--- src/rtl/gat_feat_readback.sv ---
`default_nettype none
// ============================================================================
// Module      : gat_feat_readback
// Description : Sweeps a word range of the new-feature BRAM and streams it out
//               on valid/ready/last, with a credit-limited output FIFO.
// Revision    : 1.0 - initial release
// ============================================================================
module gat_feat_readback #(
    parameter int NEW_FEATURE_WIDTH  = 32,
    parameter int NUM_SUBGRAPHS      = 2708,
    parameter int NUM_FEATURE_OUT    = 16,
    parameter int NEW_FEATURE_DEPTH  = NUM_SUBGRAPHS * NUM_FEATURE_OUT,
    parameter int NEW_FEATURE_ADDR_W = $clog2(NEW_FEATURE_DEPTH),
    parameter int FIFO_DEPTH         = 4
) (
    input  logic                            clk,
    input  logic                            rst,
    input  logic                            start,
    input  logic [NEW_FEATURE_ADDR_W-1:0]   rd_base,
    input  logic [NEW_FEATURE_ADDR_W:0]     rd_len,
    output logic                            busy,
    output logic                            done,
    output logic                            range_err,
    output logic [NEW_FEATURE_ADDR_W+1:0]   feat_bram_addrb,
    output logic                            feat_bram_enb,
    input  logic [NEW_FEATURE_WIDTH-1:0]    feat_bram_dout,
    output logic [NEW_FEATURE_WIDTH-1:0]    m_tdata,
    output logic                            m_tvalid,
    input  logic                            m_tready,
    output logic                            m_tlast
);

    localparam int c_aw    = NEW_FEATURE_ADDR_W;
    localparam int c_lw    = NEW_FEATURE_ADDR_W + 1;
    localparam int c_ew    = NEW_FEATURE_ADDR_W + 2;
    localparam int c_ptr_w = $clog2(FIFO_DEPTH);
    localparam int c_cnt_w = c_ptr_w + 1;

    localparam logic [c_ew-1:0]    c_depth_ext  = c_ew'(NEW_FEATURE_DEPTH);
    localparam logic [c_cnt_w-1:0] c_credit_max = c_cnt_w'(FIFO_DEPTH - 2);

    typedef enum logic [2:0] {
        S_IDLE   = 3'd0,
        S_CHECK  = 3'd1,
        S_ISSUE  = 3'd2,
        S_DRAIN  = 3'd3,
        S_FINISH = 3'd4
    } state_t;

    state_t                     state_q, state_d;
    logic [c_aw-1:0]            word_idx_q, word_idx_d;
    logic [c_lw-1:0]            len_q, len_d;
    logic [c_lw-1:0]            issued_q, issued_d;
    logic [c_lw-1:0]            sent_q, sent_d;
    logic                       range_err_q, range_err_d;
    logic [c_ew-1:0]            addrb_q, addrb_d;
    logic                       inflight_q;
    logic [c_cnt_w-1:0]         count_q, count_d;
    logic [c_ptr_w-1:0]         wr_ptr_q, wr_ptr_d;
    logic [c_ptr_w-1:0]         rd_ptr_q, rd_ptr_d;
    logic [NEW_FEATURE_WIDTH-1:0] mem_q [FIFO_DEPTH];

    logic                       w_issue;
    logic                       w_credit_ok;
    logic [c_ew-1:0]            w_end;
    logic [c_lw-1:0]            w_issued_inc;
    logic [c_lw-1:0]            w_sent_inc;
    logic                       w_fifo_empty;
    logic                       w_pop;
    logic                       w_pop_mem;
    logic                       w_push;
    logic [NEW_FEATURE_WIDTH-1:0] w_head;

    assign w_end        = {2'b00, word_idx_q} + {1'b0, len_q};
    assign w_credit_ok  = (count_q + c_cnt_w'(inflight_q)) <= c_credit_max;
    assign w_issued_inc = issued_q + c_lw'(1);
    assign w_sent_inc   = sent_q + c_lw'(w_pop);

    // ------------------------------------------------------------------
    // Control FSM
    // ------------------------------------------------------------------
    always_comb begin
        state_d     = state_q;
        word_idx_d  = word_idx_q;
        len_d       = len_q;
        issued_d    = issued_q;
        sent_d      = w_sent_inc;
        range_err_d = range_err_q;
        addrb_d     = addrb_q;
        w_issue     = 1'b0;

        case (state_q)
            S_IDLE: begin
                if (start) begin
                    word_idx_d  = rd_base;
                    len_d       = rd_len;
                    issued_d    = '0;
                    sent_d      = '0;
                    range_err_d = 1'b0;
                    state_d     = S_CHECK;
                end
            end
            S_CHECK: begin
                if (len_q == '0) begin
                    state_d = S_FINISH;
                end else if (w_end > c_depth_ext) begin
                    range_err_d = 1'b1;
                    state_d     = S_FINISH;
                end else begin
                    state_d = S_ISSUE;
                end
            end
            S_ISSUE: begin
                // Issue only while the FIFO can absorb every outstanding word.
                if (w_credit_ok) begin
                    w_issue    = 1'b1;
                    addrb_d    = {word_idx_q, 2'b00};
                    word_idx_d = word_idx_q + c_aw'(1);
                    issued_d   = w_issued_inc;
                    if (w_issued_inc == len_q) begin
                        state_d = S_DRAIN;
                    end
                end
            end
            S_DRAIN: begin
                if (w_sent_inc == len_q) begin
                    state_d = S_FINISH;
                end
            end
            S_FINISH: begin
                state_d = S_IDLE;
            end
            default: begin
                state_d = S_IDLE;
            end
        endcase
    end

    // ------------------------------------------------------------------
    // Output FIFO; a returning word bypasses straight to the head when empty
    // ------------------------------------------------------------------
    always_comb begin
        w_fifo_empty = (count_q == '0);
        m_tvalid     = !w_fifo_empty || inflight_q;
        w_head       = w_fifo_empty ? feat_bram_dout : mem_q[rd_ptr_q];
        m_tdata      = m_tvalid ? w_head : '0;
        m_tlast      = m_tvalid && (sent_q == (len_q - c_lw'(1)));
        w_pop        = m_tvalid && m_tready;
        w_pop_mem    = w_pop && !w_fifo_empty;
        w_push       = inflight_q && !(w_fifo_empty && w_pop);

        count_d  = count_q + c_cnt_w'(w_push) - c_cnt_w'(w_pop_mem);
        wr_ptr_d = w_push    ? wr_ptr_q + c_ptr_w'(1) : wr_ptr_q;
        rd_ptr_d = w_pop_mem ? rd_ptr_q + c_ptr_w'(1) : rd_ptr_q;
    end

    always_ff @(posedge clk) begin
        if (rst) begin
            state_q     <= S_IDLE;
            word_idx_q  <= '0;
            len_q       <= '0;
            issued_q    <= '0;
            sent_q      <= '0;
            range_err_q <= 1'b0;
            addrb_q     <= '0;
            inflight_q  <= 1'b0;
            count_q     <= '0;
            wr_ptr_q    <= '0;
            rd_ptr_q    <= '0;
        end else begin
            state_q     <= state_d;
            word_idx_q  <= word_idx_d;
            len_q       <= len_d;
            issued_q    <= issued_d;
            sent_q      <= sent_d;
            range_err_q <= range_err_d;
            addrb_q     <= addrb_d;
            inflight_q  <= w_issue;
            count_q     <= count_d;
            wr_ptr_q    <= wr_ptr_d;
            rd_ptr_q    <= rd_ptr_d;
        end
    end

    always_ff @(posedge clk) begin
        if (w_push) begin
            mem_q[wr_ptr_q] <= feat_bram_dout;
        end
    end

    assign busy            = (state_q == S_CHECK) || (state_q == S_ISSUE) || (state_q == S_DRAIN);
    assign done            = (state_q == S_FINISH);
    assign range_err       = range_err_q;
    assign feat_bram_enb   = w_issue;
    assign feat_bram_addrb = w_issue ? {word_idx_q, 2'b00} : addrb_q;

endmodule
`default_nettype wire

--- config.mk ---
export PLATFORM = sky130hd
export DESIGN_NAME = gat_feat_readback
export DESIGN_NICKNAME = d
export VERILOG_FILES = /design/src/rtl/gat_feat_readback.sv
export SDC_FILE = /design/constraint.sdc
export NUM_CORES = 1
export LEC_CHECK = 0
export BUFFER_PORTS_ARGS = -buffer_cell sky130_fd_sc_hd__buf_2
export CAP_MARGIN = 40
export CORE_MARGIN = 2
export CORE_UTILIZATION = 37
export DETAILED_ROUTE_END_ITERATION = 7
export MAX_ROUTING_LAYER = met4
export SYNTH_ARGS = -nofsm -noshare
export SYNTH_HDL_FRONTEND = slang
export SYNTH_SLANG_ARGS = --single-unit
--- constraint.sdc ---
create_clock -name clk -period 3 [get_ports clk]
set_clock_uncertainty 0.15 [all_clocks]
set_input_delay 0.6 -clock clk [delete_from_list [all_inputs] [get_ports clk]]
set_output_delay 0.6 -clock clk [all_outputs]
set_load 0.02 [all_outputs]
==> flow_metrics.env <==
export IMPL_first_iter_violations=599
export IMPL_ff2ff_setup_slack_ps=-280
export IMPL_cts_buffers_inserted=25
export IMPL_post_place_ws_ps=-286.7
export IMPL_final_layout_size_suffix_gt1_share_pct=27.66
export IMPL_clkTransAtPathRegs_ps=60
export IMPL_final_cell_mix="nand2_1 (158), edfxtp_1 (128), buf_2 (104)"
export IMPL_core_area_um2=31390
export IMPL_r2r_start="count_q[1]$_SDFF_PP0_"
export IMPL_critical_path_max_fanout=2
export IMPL_path_class="flip-flop to output pin"
export IMPL_fill_cells=2858
export IMPL_leakagePower_nw=5.504
export IMPL_drt_first_pass_iters=5
export IMPL_r2r_end="state_q[2]$_SDFFE_PP0P_"
export IMPL_fp_dieH_um=182.1
export IMPL_rows=65
export IMPL_crit_start="len_q[10]$_SDFFE_PP0P_"
export IMPL_grt_pass1_vias=8894
export IMPL_grt_usage_pct=18.21
export IMPL_min_delay_start="feat_bram_dout[20]"
export IMPL_ys_seq_area_share_pct=49.30
export IMPL_synthCells=1165
export IMPL_drc_errors=0
export IMPL_n_antenna_cell=0
export IMPL_multi_input_area_um2=5943
export IMPL_wire_per_inst_um=17.23
export IMPL_clk_path_buf_depth=3
export IMPL_dp_cells=1708
export IMPL_place_area_um2=13370
export IMPL_synthArstFlopShare_pct=0
export IMPL_cts_max_level=1
export IMPL_io_pins=125
export IMPL_crit_path_end_kind="output pin"
export IMPL_status="complete, but fails checks"
export IMPL_arrival_ps=2710
export IMPL_drt_total_wl_um=30530
export IMPL_crit_required_ps=2250
export IMPL_synth_distinct_cells=72
export IMPL_synth_edf_count=128
export IMPL_clock_fmax_mhz=288.9
export IMPL_grt_ovfl_total=0
export IMPL_fin_crit_sh_pct=115.4
export IMPL_synth_warnings=0
export IMPL_die_area_um2=33160
export IMPL_ir_worst_vdd_v=0.0004433
export IMPL_syn_area_um2=11740
export IMPL_finalPower_mw=10.55
export IMPL_regArea_um2=5798
export IMPL_slew_headroom_pct=56.77
export IMPL_grt_pass1_wl_um=47120
export IMPL_dp_hpwl_um=20390
export IMPL_tightest_slew_ps=648.5
export IMPL_routed_via_density=5.311
export IMPL_cts_tree="yes"
export IMPL_timing_hold_ws_ps=147.3
export IMPL_syn_to_final_growth_pct=26.54
export IMPL_die_x_um=182.1
export IMPL_mostFrequentLayoutCell="nand2_1"
export IMPL_syn_mean_instance_area_um2=10.07
export IMPL_finalNonFillerCells=1772
export IMPL_ys_seq_elements=225
export IMPL_drt_antenna_violating_nets=0
export IMPL_cp_start_kind="flip-flop"
export IMPL_fin_nets=1451
export IMPL_grt_max_degree=67
export IMPL_clkLatencyLatePin_ps=530
export IMPL_min_path_type="input pin to flip-flop"
export IMPL_finalSetupViolCount=20
export IMPL_r2r_cells=13
export IMPL_finalHoldViolations=0
export IMPL_power_density_nw_per_um2=710.7
export IMPL_drv_cap=0
export IMPL_vias=9411
export IMPL_port_buffer_count=122
export IMPL_period_minus_slack_ps=3461
export IMPL_grt_setup_unrepaired="yes"
export IMPL_initial_core_util_pct=37.38
export IMPL_gp_congestion=0.9213
export IMPL_hold_path_depth=1
export IMPL_clock_sinks=225
export IMPL_setup_ws_ps=-461.2
export IMPL_violations="negative setup slack"
export IMPL_slew_violations=0
export IMPL_antenna_found_initial=0
export IMPL_fin_area_um2=14850
export IMPL_synthFlopType="edfxtp_1"
export IMPL_cts_root_buffer="clkbuf_16"
export IMPL_hold_end="mem_q[2][20]$_DFFE_PP_"
-- cells by family (layout without fill, tap and decap cells) --
kind of cell | after synthesis | count (layout) | synth area share, %
buffers and inverters | 95 | 299 | 3.316
multiplexers | 38 | 38 | 6.664
AND/OR/NAND/NOR | 442 | 442 | 18.16
XOR/XNOR | 94 | 94 | 7.016
other | 1 | 2 | 0.03196
adder cells (fa/ha/maj) | 31 | 31 | 3.433
AO/OA/AOI/OAI | 239 | 239 | 12.08
flip-flops | 225 | 225 | 49.30
-- power by group --
part	internal, mW	switching, mW	total (mW)
registers	3.45	0.222	3.67
logic	1.64	2.23	3.87
clock network	1.78	1.24	3.02
-- registers in the layout (all words and copies together) (netlist names), named ones only --
name and flops:
sent_q 17, wr_ptr_q 2, inflight_q 1, state_q 3, len_q 17, addrb_q 16
word_idx_q 16, count_q 3, issued_q 17, mem_q 128, range_err 1, rd_ptr_q 2
-- layout make-up --
| type | instances | area share, % |
|---|---|---|
| Inverter | 24 | 0.6909 |
| Multi-Input combinational cell | 846 | 40.02 |
| Sequential cell | 225 | 39.05 |
| Clock inverter | 13 | 0.8342 |
| Clock buffer | 33 | 4.617 |
| Timing Repair Buffer | 228 | 11.29 |
| Tap cell | 402 | 3.387 |
| Timing Repair inverter | 1 | 0.1095 |
-- repair_timing --
action	4_1_cts	5_1_grt
pin swaps	25	17
buffers inserted	13	2
resized for setup	103	39
hold buffers	0	0
hold endpoints to repair	0	0
setup endpoints to repair	22	45
gates cloned	1	3
-- metal layers --
metal	GRT usage [%]	wire length [um]
met5	-	0
met4	5.226	803
met3	2.514	1858
met2	28.82	13930
met1	24.55	13940
-- cell usage after synthesis (10+ instances only) --
master    instances  area share (%)
nand4_1          13            0.69
a211oi_1         15            0.96
a31oi_1          11            0.59
nor2_1           71             2.3
edfxtp_1        128              33
xnor2_1          56             4.2
clkbuf_1         53             1.7
o22ai_1          10            0.53
a21oi_1          73             3.1
nand2_1         187             6.0
nor3_1           28             1.2
mux4_2           32             6.1
dfxtp_1          97              17
ha_1             29             3.1
nor2b_1          22             1.2
nand2b_1         10            0.53
nand3_1          30             1.3
or3_1            16            0.85
xor2_1           38             2.8
inv_1            23            0.74
o21ai_0          73             3.1
and2_1           16            0.85
-- metrics by stage --
step | TNS, ps | utilization, %
2_1_floorplan | -174.5 | -
3_3_place_gp | -434.1 | 42.58
3_5_place_dp | -703.3 | 42.58
4_1_cts | -2848 | 46.48
5_1_grt | -3825 | 47.30
6_report | -2059 | 47.30
-- worst max path at each step --
| stage | endpoint | slack (ps) | cells after the start |
|---|---|---|---|
| final | m_tlast | -460 | 7 |
| after global routing | m_tlast | -580 | 9 |
| after CTS | m_tlast | -500 | 9 |
| after detailed placement | state_q[2]$_SDFFE_PP0P_ | -290 | 13 |
| after global placement | state_q[2]$_SDFFE_PP0P_ | -220 | 14 |
| after floorplan | state_q[2]$_SDFFE_PP0P_ | -130 | 14 |
-- critical path, cell delays in order (launching register included) --
cell       delay, ps
dfxtp_1          310
or3_1            390
or4_1            450
xor2_1           150
a31oi_1          150
a2111oi_4        330
o221a_1          260
buf_6            130
(Power assumes the default switching activity.)
